## src/rtl/wifi_fifo_frame_reader_pkg.sv

```systemverilog
// Shared types and constants for the WiFi TX FIFO frame reader.
// Optional m_last output is enabled by WIFI_FRAME_LAST_EN.
package wifi_rd_pkg;

  typedef enum logic [1:0] {
    IDLE,
    RUN,
    DONE
  } rd_state_e;

  localparam int BUF_DEPTH  = 2;
  localparam int SIZE_W_DEF = 16;
  localparam int OCC_W      = $clog2(BUF_DEPTH + 1);
  localparam int PTR_W      = $clog2(BUF_DEPTH);

endpackage

```

## src/rtl/wifi_fifo_frame_reader_if.sv

```systemverilog
// Valid/ready stream from the frame reader to the PHY modulator.
// m_last exists only when WIFI_FRAME_LAST_EN is defined.
interface wifi_fifo_frame_reader_if #(
  parameter int DATA_WIDTH = 32
);

  logic [DATA_WIDTH-1:0] m_data;
  logic                  m_valid;
  logic                  m_ready;

`ifdef WIFI_FRAME_LAST_EN
  logic                  m_last;

  modport master (
    output m_data,
    output m_valid,
    output m_last,
    input  m_ready
  );

  modport slave (
    input  m_data,
    input  m_valid,
    input  m_last,
    output m_ready
  );
`else
  modport master (
    output m_data,
    output m_valid,
    input  m_ready
  );

  modport slave (
    input  m_data,
    input  m_valid,
    output m_ready
  );
`endif

endinterface

```

## src/rtl/wifi_fifo_frame_reader_skid_buf.sv

```systemverilog
// Two-entry buffer absorbing the FIFO RAM read latency.
// Head entry holds still until popped; flush drops all entries.
module wifi_rd_skid_buf
  import wifi_rd_pkg::*;
#(
  parameter int DATA_WIDTH = 32
) (
  input  logic                  clk,
  input  logic                  rst,
  input  logic                  flush,
  input  logic                  push,
  input  logic [DATA_WIDTH-1:0] push_data,
  input  logic                  pop,
  output logic [OCC_W-1:0]      occupancy,
  output logic [DATA_WIDTH-1:0] head,
  output logic                  not_empty
);

  logic [DATA_WIDTH-1:0] mem [BUF_DEPTH];
  logic [PTR_W-1:0]      wr_ptr;
  logic [PTR_W-1:0]      rd_ptr;
  logic [OCC_W-1:0]      cnt;

  always_ff @(posedge clk or posedge rst) begin
    if (rst) begin
      for (int i = 0; i < BUF_DEPTH; i++) begin
        mem[i] <= '0;
      end
      wr_ptr <= '0;
      rd_ptr <= '0;
      cnt    <= '0;
    end else if (flush) begin
      wr_ptr <= '0;
      rd_ptr <= '0;
      cnt    <= '0;
    end else begin
      if (push) begin
        mem[wr_ptr] <= push_data;
        wr_ptr      <= wr_ptr + PTR_W'(1);
      end
      if (pop) begin
        rd_ptr <= rd_ptr + PTR_W'(1);
      end
      cnt <= cnt + OCC_W'(push) - OCC_W'(pop);
    end
  end

  assign occupancy = cnt;
  assign head      = mem[rd_ptr];
  assign not_empty = (cnt != '0);

endmodule

```

## src/rtl/wifi_fifo_frame_reader.sv

```systemverilog
// Drains one frame of data_size words from the TX FIFO into the PHY stream.
// Define WIFI_FRAME_LAST_EN to add m_last on the final word of a frame.
module wifi_fifo_frame_reader
  import wifi_rd_pkg::*;
#(
  parameter int DATA_WIDTH = 32,
  parameter int ADDR_FIFO  = 8,
  parameter int SIZE_W     = SIZE_W_DEF
) (
  input  logic                  CLK,
  input  logic                  RST,
  input  logic                  start,
  input  logic                  abort,
  input  logic [DATA_WIDTH-1:0] data_size,
  input  logic                  fifo_empty,
  output logic                  fifo_r_inc,
  input  logic [DATA_WIDTH-1:0] fifo_r_data,
  wifi_fifo_frame_reader_if.master m,
  output logic                  busy,
  output logic                  tx_irq,
  output logic [SIZE_W-1:0]     words_sent
);

  localparam int LOAD_W = ADDR_FIFO + 1;

  rd_state_e             state_q;
  rd_state_e             state_d;
  logic [SIZE_W-1:0]     size_q;
  logic [SIZE_W-1:0]     issued_q;
  logic [SIZE_W-1:0]     sent_q;
  logic [SIZE_W-1:0]     sent_d;
  logic [SIZE_W-1:0]     start_size;
  logic [ADDR_FIFO-1:0]  inflight_q;
  logic [OCC_W-1:0]      occ;
  logic [LOAD_W-1:0]     load;
  logic [DATA_WIDTH-1:0] head;
  logic                  buf_ne;
  logic                  xfer;
  logic                  go;
  logic                  flush;
  logic                  rd_issue;

  assign start_size = data_size[SIZE_W-1:0];

  if (DATA_WIDTH > SIZE_W) begin : g_size_hi
    logic unused_size_hi;
    assign unused_size_hi = ^data_size[DATA_WIDTH-1:SIZE_W];
  end

  assign go     = (state_q == IDLE) && start && !abort;
  assign flush  = (state_q == RUN) && abort;
  assign xfer   = buf_ne && m.m_ready;
  assign sent_d = sent_q + SIZE_W'(xfer);

  // A pop this cycle frees a slot, keeping one word per cycle.
  assign load = LOAD_W'(occ)
              + LOAD_W'(inflight_q)
              - LOAD_W'(xfer);

  always_comb begin
    state_d  = state_q;
    rd_issue = 1'b0;
    unique case (state_q)
      IDLE: begin
        if (go) begin
          if (start_size == '0) begin
            state_d = DONE;
          end else begin
            state_d  = RUN;
            rd_issue = !fifo_empty;
          end
        end
      end
      RUN: begin
        if (abort) begin
          state_d = IDLE;
        end else begin
          rd_issue = !fifo_empty
                  && (issued_q < size_q)
                  && (load < LOAD_W'(BUF_DEPTH));
          if (sent_d == size_q) begin
            state_d = DONE;
          end
        end
      end
      DONE: begin
        state_d = IDLE;
      end
      default: begin
        state_d = IDLE;
      end
    endcase
  end

  always_ff @(posedge CLK or posedge RST) begin
    if (RST) begin
      state_q    <= IDLE;
      size_q     <= '0;
      issued_q   <= '0;
      sent_q     <= '0;
      inflight_q <= '0;
    end else begin
      state_q    <= state_d;
      inflight_q <= ADDR_FIFO'(rd_issue);
      if (go) begin
        size_q   <= start_size;
        issued_q <= SIZE_W'(rd_issue);
        sent_q   <= '0;
      end else if (state_q == RUN && !abort) begin
        issued_q <= issued_q + SIZE_W'(rd_issue);
        sent_q   <= sent_d;
      end
    end
  end

  // A word landing during the abort cycle is dropped by the flush.
  wifi_rd_skid_buf #(
    .DATA_WIDTH (DATA_WIDTH)
  ) u_buf (
    .clk       (CLK),
    .rst       (RST),
    .flush     (flush),
    .push      (|inflight_q),
    .push_data (fifo_r_data),
    .pop       (xfer),
    .occupancy (occ),
    .head      (head),
    .not_empty (buf_ne)
  );

  assign fifo_r_inc = rd_issue;
  assign m.m_valid  = buf_ne;
  assign m.m_data   = head;
  assign busy       = (state_q != IDLE);
  assign tx_irq     = (state_q == DONE);
  assign words_sent = sent_q;

`ifdef WIFI_FRAME_LAST_EN
  assign m.m_last = buf_ne && (sent_q == size_q - SIZE_W'(1));
`endif

endmodule

```

## src/flat_wrapper.sv

```systemverilog
// flat-port wrapper written by rule: the top's interface ports become plain ports
module wifi_fifo_frame_reader_flat import wifi_rd_pkg::*;
#(
  parameter int DATA_WIDTH = 32,
  parameter int ADDR_FIFO  = 8,
  parameter int SIZE_W     = SIZE_W_DEF
)
  (CLK, RST, start, abort, data_size, fifo_empty, fifo_r_inc, fifo_r_data, busy, tx_irq, words_sent, m_m_data, m_m_valid, m_m_ready);
  wifi_fifo_frame_reader_if #(.DATA_WIDTH(DATA_WIDTH)) m_i ();
  input  logic CLK;
  input  logic RST;
  input  logic start;
  input  logic abort;
  input  logic [DATA_WIDTH-1:0] data_size;
  input  logic fifo_empty;
  output logic fifo_r_inc;
  input  logic [DATA_WIDTH-1:0] fifo_r_data;
  output logic busy;
  output logic tx_irq;
  output logic [SIZE_W-1:0] words_sent;
  output wire logic [$bits(m_i.m_data)-1:0] m_m_data;
  output wire logic [$bits(m_i.m_valid)-1:0] m_m_valid;
  input wire logic [$bits(m_i.m_ready)-1:0] m_m_ready;
  assign m_m_data = m_i.m_data;
  assign m_m_valid = m_i.m_valid;
  assign m_i.m_ready = m_m_ready;
  wifi_fifo_frame_reader #(.DATA_WIDTH(DATA_WIDTH), .ADDR_FIFO(ADDR_FIFO), .SIZE_W(SIZE_W)) u_core (.CLK(CLK), .RST(RST), .start(start), .abort(abort), .data_size(data_size), .fifo_empty(fifo_empty), .fifo_r_inc(fifo_r_inc), .fifo_r_data(fifo_r_data), .m(m_i), .busy(busy), .tx_irq(tx_irq), .words_sent(words_sent));
endmodule
```

## config.mk

```make
export PLATFORM = sky130hd
export DESIGN_NAME = wifi_fifo_frame_reader_flat
export DESIGN_NICKNAME = d
export VERILOG_FILES = /design/src/rtl/wifi_fifo_frame_reader_pkg.sv /design/src/rtl/wifi_fifo_frame_reader_if.sv /design/src/rtl/wifi_fifo_frame_reader_skid_buf.sv /design/src/rtl/wifi_fifo_frame_reader.sv /design/src/flat_wrapper.sv
export SDC_FILE = /design/constraint.sdc
export NUM_CORES = 1
export LEC_CHECK = 0
export ABC_CLOCK_PERIOD_IN_PS = 4850
export CELL_PAD_IN_SITES_DETAIL_PLACEMENT = 1
export CELL_PAD_IN_SITES_GLOBAL_PLACEMENT = 1
export CORE_MARGIN = 5
export CORE_UTILIZATION = 41
export DETAILED_ROUTE_END_ITERATION = 12
export PLACE_DENSITY_LB_ADDON = 0.05
export SLEW_MARGIN = 10
export SYNTH_ARGS = -nofsm -noshare
export SYNTH_HDL_FRONTEND = slang
export SYNTH_SLANG_ARGS = --single-unit
```

## constraint.sdc

```tcl
create_clock -name CLK -period 4.85 [get_ports CLK]
set_input_delay 0.97 -clock CLK [delete_from_list [all_inputs] [get_ports CLK]]
set_output_delay 0.97 -clock CLK [all_outputs]
set_load 0.02 [all_outputs]
```

==> impl_metrics.csv, run 1 <==
group,metric,value,unit
drt,drc_errors,0,
global_route,grt_pass1_wl,26600,um
critical_path,cp_slowest_cell,"clkdlybuf4s50_1",
floorplanning,core_area,15000,um2
drt,final_antenna_net_count,0,
yosys,ys_seq_area_share,47.8,%
timing,period_share,94.2,%
clock_network,cts_root_buf,"clkbuf_16",
critical_path,worstPathArrival,3.60,ns
timing,tightest_slew,0.890,ns
yosys,synthDistinctLibCells,51,
yosys,synth_edf_count,0,
power,max-vdd-ir-drop,262,uV
clock_network,ctsHoldBuffers,0,
power,p_sw_share,30.2,%
timing,rsz0062_at_grt,"false",
drt,avgRoutedWirePerCell,18.4,um
yosys,synthCells,558,
timing,final_hold_viol_count,0,
yosys,syn-cell-area,6230,um2
global_route,grt_max_degree,120,
final_layout,final_nets,759,
final_layout,layoutNonFillerInstCount,863,
drt,routed_wirelength,15900,um
power,pwr-share-comb,36.5,%
floorplanning,num_rows,45,
yosys,synth_ff_type,"dfrtp_1",
clock_network,clk_path_buf_depth,2,
critical_path,crit_start,"m_m_ready",
drt,dr.pass1.iters,4,
drt,vias,4574,
critical_path,crit_end,"fifo_r_inc",
outcome,status,"completed",
yosys,synth_fp_nets,655,
power,power_density,565,nW/um2
power,power.share.clock,30.7,%
power,power.leakage,3.56,nW
clock_network,htreeDepth,4,
timing,slew_headroom,40.4,%
yosys,synth-seq-cells,119,
clock_network,numCtsBuffers,17,
critical_path,timing_worst_setup_path_type,"input port to output pin",
timing,setup_viol,0,
timing,final_max_slew_viol_count,0,
placement,portBuffers,105,
placement,place_hpwl,11100,um
clock_network,clock_latency,0.42,ns
critical_path,slowest_delay,0.64,ns
timing,finalClockSkew,0.00785,ns
power,p_sw,1.39,mW
drt,drt_iter0_markers,153,
job,cap_violations,0,
clock_network,cts_sinks,119,
critical_path,ff2ff_path_depth,18,
timing,min_period,4.57,ns
final_layout,synthToLayoutAreaGrowth,30.6,%
floorplanning,start_util,41.5,%
floorplanning,die_area,17800,um2
timing,setup_tns,0,ns
floorplanning,ioPinCount,122,
global_route,overflow,0,
critical_path,cp.required,3.88,ns
yosys,synthArstFlopShare,100,%
placement,gp_congestion,0.778,
clock_network,cts_resized,0,
critical_path,r2r_end,"u_core.issued_q[13]",
drt,viasPerCell,5.30,
critical_path,r2r_slack,1.04,ns
critical_path,worst-path-max-fanout,3,
final_layout,diodes,0,
clock_network,cts_tree,"done",
placement,place_inst,831,
critical_path,start_kind,"input port",
yosys,synth.avg_cell_area,11.2,um2
yosys,yosys_warnings,0,
floorplanning,die_x,133,um
global_route,grt_antenna_before_repair,0,
global_route,grtUsageTotal,18.7,%
clock_network,post_cts_buffers,0,
worst_hold_path,hold_start,"u_core.u_buf.mem[56]",
floorplanning,die_h,133,um
final_layout,drive_above_1_share,21.8,%
worst_hold_path,hold_class,"flip-flop to flip-flop",
critical_path,crit_chain,"clkdlybuf4s50_1 > nand2_1 > nor2_1 > inv_1 > fa_1 > nor4_1 > nand2_1 > a221oi_1 > a21oi_1 > a21oi_1 > clkdlybuf4s50_1",
critical_path,reg2reg_from,"u_core.inflight_q[0]",
power,p_seq_share,32.8,%
clock_network,clk_pin_slew,0.06,ns
power,intPower,3.21,mW
timing,timing.fmax,219,MHz
final_layout,post-route-util,54.2,%
global_route,grt_pass1_vias,5108,
critical_path,worst_setup_path_end_kind,"output pin",
-- per-layer routing --
layer,track usage (%),part of all wire (%)
met5,0,0
met4,5.37,1.3
met3,4.34,3.5
met2,32.7,51
met1,23.1,44
-- worst min-delay path by stage --
stage,endpoint,slack [ns],cells past startpoint
global placement,u_core.u_buf.mem[56],0.47,1
CTS,u_core.u_buf.mem[56],0.49,1
global route,u_core.u_buf.mem[56],0.51,1
floorplan,u_core.u_buf.mem[56],0.46,1
finish,u_core.u_buf.mem[56],0.49,1
detailed placement,u_core.u_buf.mem[56],0.49,1
-- power groups by stage --
stage,Combinational [mW],Clock (mW),Sequential (mW)
finish,1.68,1.41,1.51
global route,1.82,1.49,1.55
CTS,1.71,1.43,1.51
detailed placement,1.70,0,1.52
global placement,1.65,0,1.49
floorplan,1.08,0,1.45
-- per-stage QoR --
| stage | total power [mW] | setup WS, ns | cell area, um2 | hold slack (ns) |
|---|---|---|---|---|
| floorplan | 2.53 | 0.723 | 6230 | 0.460 |
| global placement | 3.14 | 0.280 | 7480 | 0.470 |
| detailed placement | 3.22 | 0.223 | 7480 | 0.486 |
| CTS | 4.66 | 0.228 | 8150 | 0.494 |
| global route | 4.86 | 0.0609 | 8150 | 0.506 |
| finish | 4.60 | 0.283 | 8150 | 0.494 |
-- sequential cells by signal (all words and copies together) (netlist names) --
name	count
u_core.u_buf.mem	64
u_core.issued_q	16
u_core.size_q	16
u_core.words_sent	16
u_core.state_q	2
u_core.u_buf.occupancy	2
u_core.inflight_q	1
u_core.u_buf.rd_ptr	1
u_core.u_buf.wr_ptr	1
-- cell usage after synthesis, types with 7 or more instances --
cell	instances	area share, %
nor2_1	40	2.4
dfrtp_1	119	48
inv_1	26	1.6
and3_1	7	0.70
nand2_1	39	2.3
nor4_1	7	0.70
ha_1	26	5.2
xnor2_1	21	3.0
xor2_1	20	2.8
o21ai_0	40	3.2
clkbuf_1	17	1.0
mux2_2	95	17
nand3_1	9	0.72
nand4_1	14	1.4
-- cell families (layout without fill, tap and decap cells) --
group	after synthesis	after routing	share of synthesized area, %
compound gates	75	75	7.36
mux	99	99	17.8
flops	119	119	47.8
fa+ha+maj	27	27	5.54
buf+inv	53	170	3.43
xor+xnor	41	41	5.76
simple gates	144	144	12.3
-- final cells by class --
class,count,area [um2]
inverter,26,100
clock inverter,8,165
tap,188,235
sequential,119,2980
clock buffer,24,502
timing repair buffer,112,1120
multi-input combinational,386,3050
fill,1550,6890
-- cells in the final DEF, fill, tap and decap left out, types with 4 or more instances in the layout --
cell	Yosys	layout
ha_1	26	26
nor3_1	6	6
xor2_1	20	20
nor4_1	7	7
inv_1	26	25
clkbuf_16	0	17
dfrtp_1	119	119
nor2_1	40	40
xnor2_1	21	21
and3_1	7	7
buf_4	2	6
a21o_1	6	6
clkdlybuf4s50_1	0	105
nand2_1	39	39
o21ai_0	40	40
clkbuf_8	0	5
bufinv_16	0	5
nand3_1	9	9
o41ai_1	4	4
nand4_1	14	14
mux2_2	95	95
a21oi_1	5	5
-- critical path, delay by kind of cell --
| family | cells | cell delay [ns] |
|---|---|---|
| buffers and inverters | 3 | 1.19 |
| and+or+nand+nor | 4 | 0.56 |
| AOI/OAI and AO/OA | 3 | 0.51 |
| adders and majority gates | 1 | 0.36 |
(Power assumes the default switching activity.)
==> inputs of run 2 (changes only) <==
--- a/config.mk
+++ b/config.mk
@@ -12,7 +12,6 @@
 export CORE_UTILIZATION = 41
 export DETAILED_ROUTE_END_ITERATION = 12
 export PLACE_DENSITY_LB_ADDON = 0.05
-export SLEW_MARGIN = 10
 export SYNTH_ARGS = -nofsm -noshare
 export SYNTH_HDL_FRONTEND = slang
 export SYNTH_SLANG_ARGS = --single-unit
==> results of run 2 <==
Final layout, timing and power as in run 1 (identical DEF).
==> inputs of run 3 (changes only) <==
--- a/config.mk
+++ b/config.mk
@@ -15,3 +15,4 @@
 export SYNTH_ARGS = -nofsm -noshare
 export SYNTH_HDL_FRONTEND = slang
 export SYNTH_SLANG_ARGS = --single-unit
+export TNS_END_PERCENT = 10
==> results of run 3 <==
Final layout, timing and power as in run 1 (identical DEF).
==> RTL edit (config.mk and constraints of run 1) <==
`DATA_WIDTH` is set to 32 in 4 places; all go to 16.
--- a/src/rtl/wifi_fifo_frame_reader_if.sv
+++ b/src/rtl/wifi_fifo_frame_reader_if.sv
@@ -2,5 +2,5 @@
 // m_last exists only when WIFI_FRAME_LAST_EN is defined.
 interface wifi_fifo_frame_reader_if #(
-  parameter int DATA_WIDTH = 32
+  parameter int DATA_WIDTH = 16
 );
 
--- a/src/rtl/wifi_fifo_frame_reader_skid_buf.sv
+++ b/src/rtl/wifi_fifo_frame_reader_skid_buf.sv
@@ -4,5 +4,5 @@
   import wifi_rd_pkg::*;
 #(
-  parameter int DATA_WIDTH = 32
+  parameter int DATA_WIDTH = 16
 ) (
   input  logic                  clk,
--- a/src/rtl/wifi_fifo_frame_reader.sv
+++ b/src/rtl/wifi_fifo_frame_reader.sv
@@ -4,5 +4,5 @@
   import wifi_rd_pkg::*;
 #(
-  parameter int DATA_WIDTH = 32,
+  parameter int DATA_WIDTH = 16,
   parameter int ADDR_FIFO  = 8,
   parameter int SIZE_W     = SIZE_W_DEF
--- a/src/flat_wrapper.sv
+++ b/src/flat_wrapper.sv
@@ -2,5 +2,5 @@
 module wifi_fifo_frame_reader_flat import wifi_rd_pkg::*;
 #(
-  parameter int DATA_WIDTH = 32,
+  parameter int DATA_WIDTH = 16,
   parameter int ADDR_FIFO  = 8,
   parameter int SIZE_W     = SIZE_W_DEF
Ports: changed (resized data_size, fifo_r_data and m_m_data); port bits go from 122 to 74. The function was not compared with the original's and may differ.
==> RTL edit against run 1 <==
  * Sequential share of layout area is 0.84 points lower
  * Setup slack better by 0.11 ns
  * Register-to-register slack better by 0.36 ns
  * Clock power is 47% lower
  * Sequential power is 30% lower
  * Cell area is 25% lower
  * Utilization is 3.0 points lower
  * Worst hold slack better by 0.0070 ns
  * Largest cell class unchanged
  * Wire length is 19% lower
  * Cell count is 19% lower
  * Sequential cell count is 32 lower
  * Total power is 39% lower
  * Synthesized area is 21% lower
  * Via count is 17% lower
==> RTL edit: results (changes against run 1) <==
status=finished clean; worst reg2reg path endpoint=u_core.issued_q[15]$_DFFE_PP0P_; top cells by area, synth=dfrtp_1, mux2_2, ha_1, o21ai_0, xnor2_1; hold_sp=u_core.u_buf.mem[13]$_DFFE_PP0P_; placed insts=679 (-18%); fin crit share=91.9% (-2.2 points); dpl cell area=0.00577 mm² (-23%); post-synthesis instance total=475 (-15%); slowest stage delay, CP=0.68 ns (+0.04 ns); Post-synth top flop=dfrtp_1; hold_ws=0.501 ns (+0.00698 ns); later-pin clock latency in the skew report=0.35 ns (-0.07 ns); Nets=608 (-20%); Max transition margin=39.8% (-0.69 points); routed wire length=12900 µm (-19%); count of input and output buffers=73 (-30%); worst vdd rail ir drop=0.289 mV (+10%); Hold Crit Endpoint=u_core.u_buf.mem[13]$_DFFE_PP0P_; static leakage=2.64 nW (-26%); Overall Global Routing Usage=19.1% (+0.40 points); Mapped Nets=540 (-18%); global-route wire length before repair=21700 µm (-18%); Final GP Congestion=0.781 (+0.50%); Detailed Place HPWL=9590 µm (-14%); number of buffers created by CTS=9 (-8); # resized after CTS=0 (unchanged); R2R setup slack=1.40 ns (+0.36 ns); layout cells sized above 1=15.9% (-5.9 points); skew final=0.00773 ns (-0.000121 ns); met1 usage=24.8% (+1.7 points); drt initial violations=107 (-30%); max reg flops=32 (-50%); vias per cell=5.44 (+2.6%); largest net degree at the start of global routing=49 (-59%); met3 GRT Util=2.97% (-1.4 points); H-tree depth=3 (-1); WL per Instance=18.5 µm (+0.90%); met2 GRT Util=32.8% (+0.093 points); post-synth cell types=54 (+5.9%); commonest cells in the netlist=dfrtp_1, mux2_2, nand2_1, o21ai_0, nor2_1; number of global-route vias before repair=4155 (-19%); CP arrival=3.49 ns (-0.11 ns); WHS Path Cells=1 (unchanged)
==> RTL edit: changes by cell type after synthesis, sizes merged, moves of 4 or more <==
cell	change
mux2	-46
dfrtp	-32
a21oi	+7
nor2	-7
o311ai	+5
and2	+4
clkbuf	-4
nand3	+4
nor4	-4
==> RTL edit: worst reg2reg max path: cells and delay by family, from the launching register on <==
kind / cells / cell delay [ns]
XOR/XNOR: 1 / 0.16
adder cells (fa/ha/maj): 5 / 1.22
buffers and inverters: 2 / 0.11
flip-flops: 1 / 0.43
AND/OR/NAND/NOR: 6 / 1.10
AO/OA/AOI/OAI: 1 / 0.30
==> RTL edit: cell type report <==
class / count / area, µm²
clock inverter: 6 / 92.6
tap: 147 / 184
multi-input combinational: 341 / 2550
sequential: 87 / 2180
timing repair buffer: 77 / 761
inverter: 27 / 103
fill: 1303 / 5820
clock buffer: 10 / 229
==> RTL edit: per-layer routing <==
layer	wire [µm]	part of all wire [%]
met1	5970	46
met2	6380	49
met3	327	2.5
met4	209	1.6
met5	0	0
==> RTL edit: kinds of logic (layout without fill, tap and decap cells) <==
group                    Yosys count  in the layout  share of synthesized area (%)
flip-flops                        87             87                           44.2
multiplexers                      52             52                           11.9
AO/OA/AOI/OAI                     82             82                           10.5
XOR/XNOR                          37             37                           6.58
AND/OR/NAND/NOR                  143            143                           15.4
adder cells (fa/ha/maj)           27             27                           7.01
buffers and inverters             47            120                           4.29
==> RTL edit: power breakdown <==
| part | switching [mW] | internal (mW) | leakage [nW] |
|---|---|---|---|
| clock network | 0.297 | 0.455 | 0.150 |
| logic | 0.456 | 0.545 | 1.38 |
| registers | 0.146 | 0.913 | 1.11 |
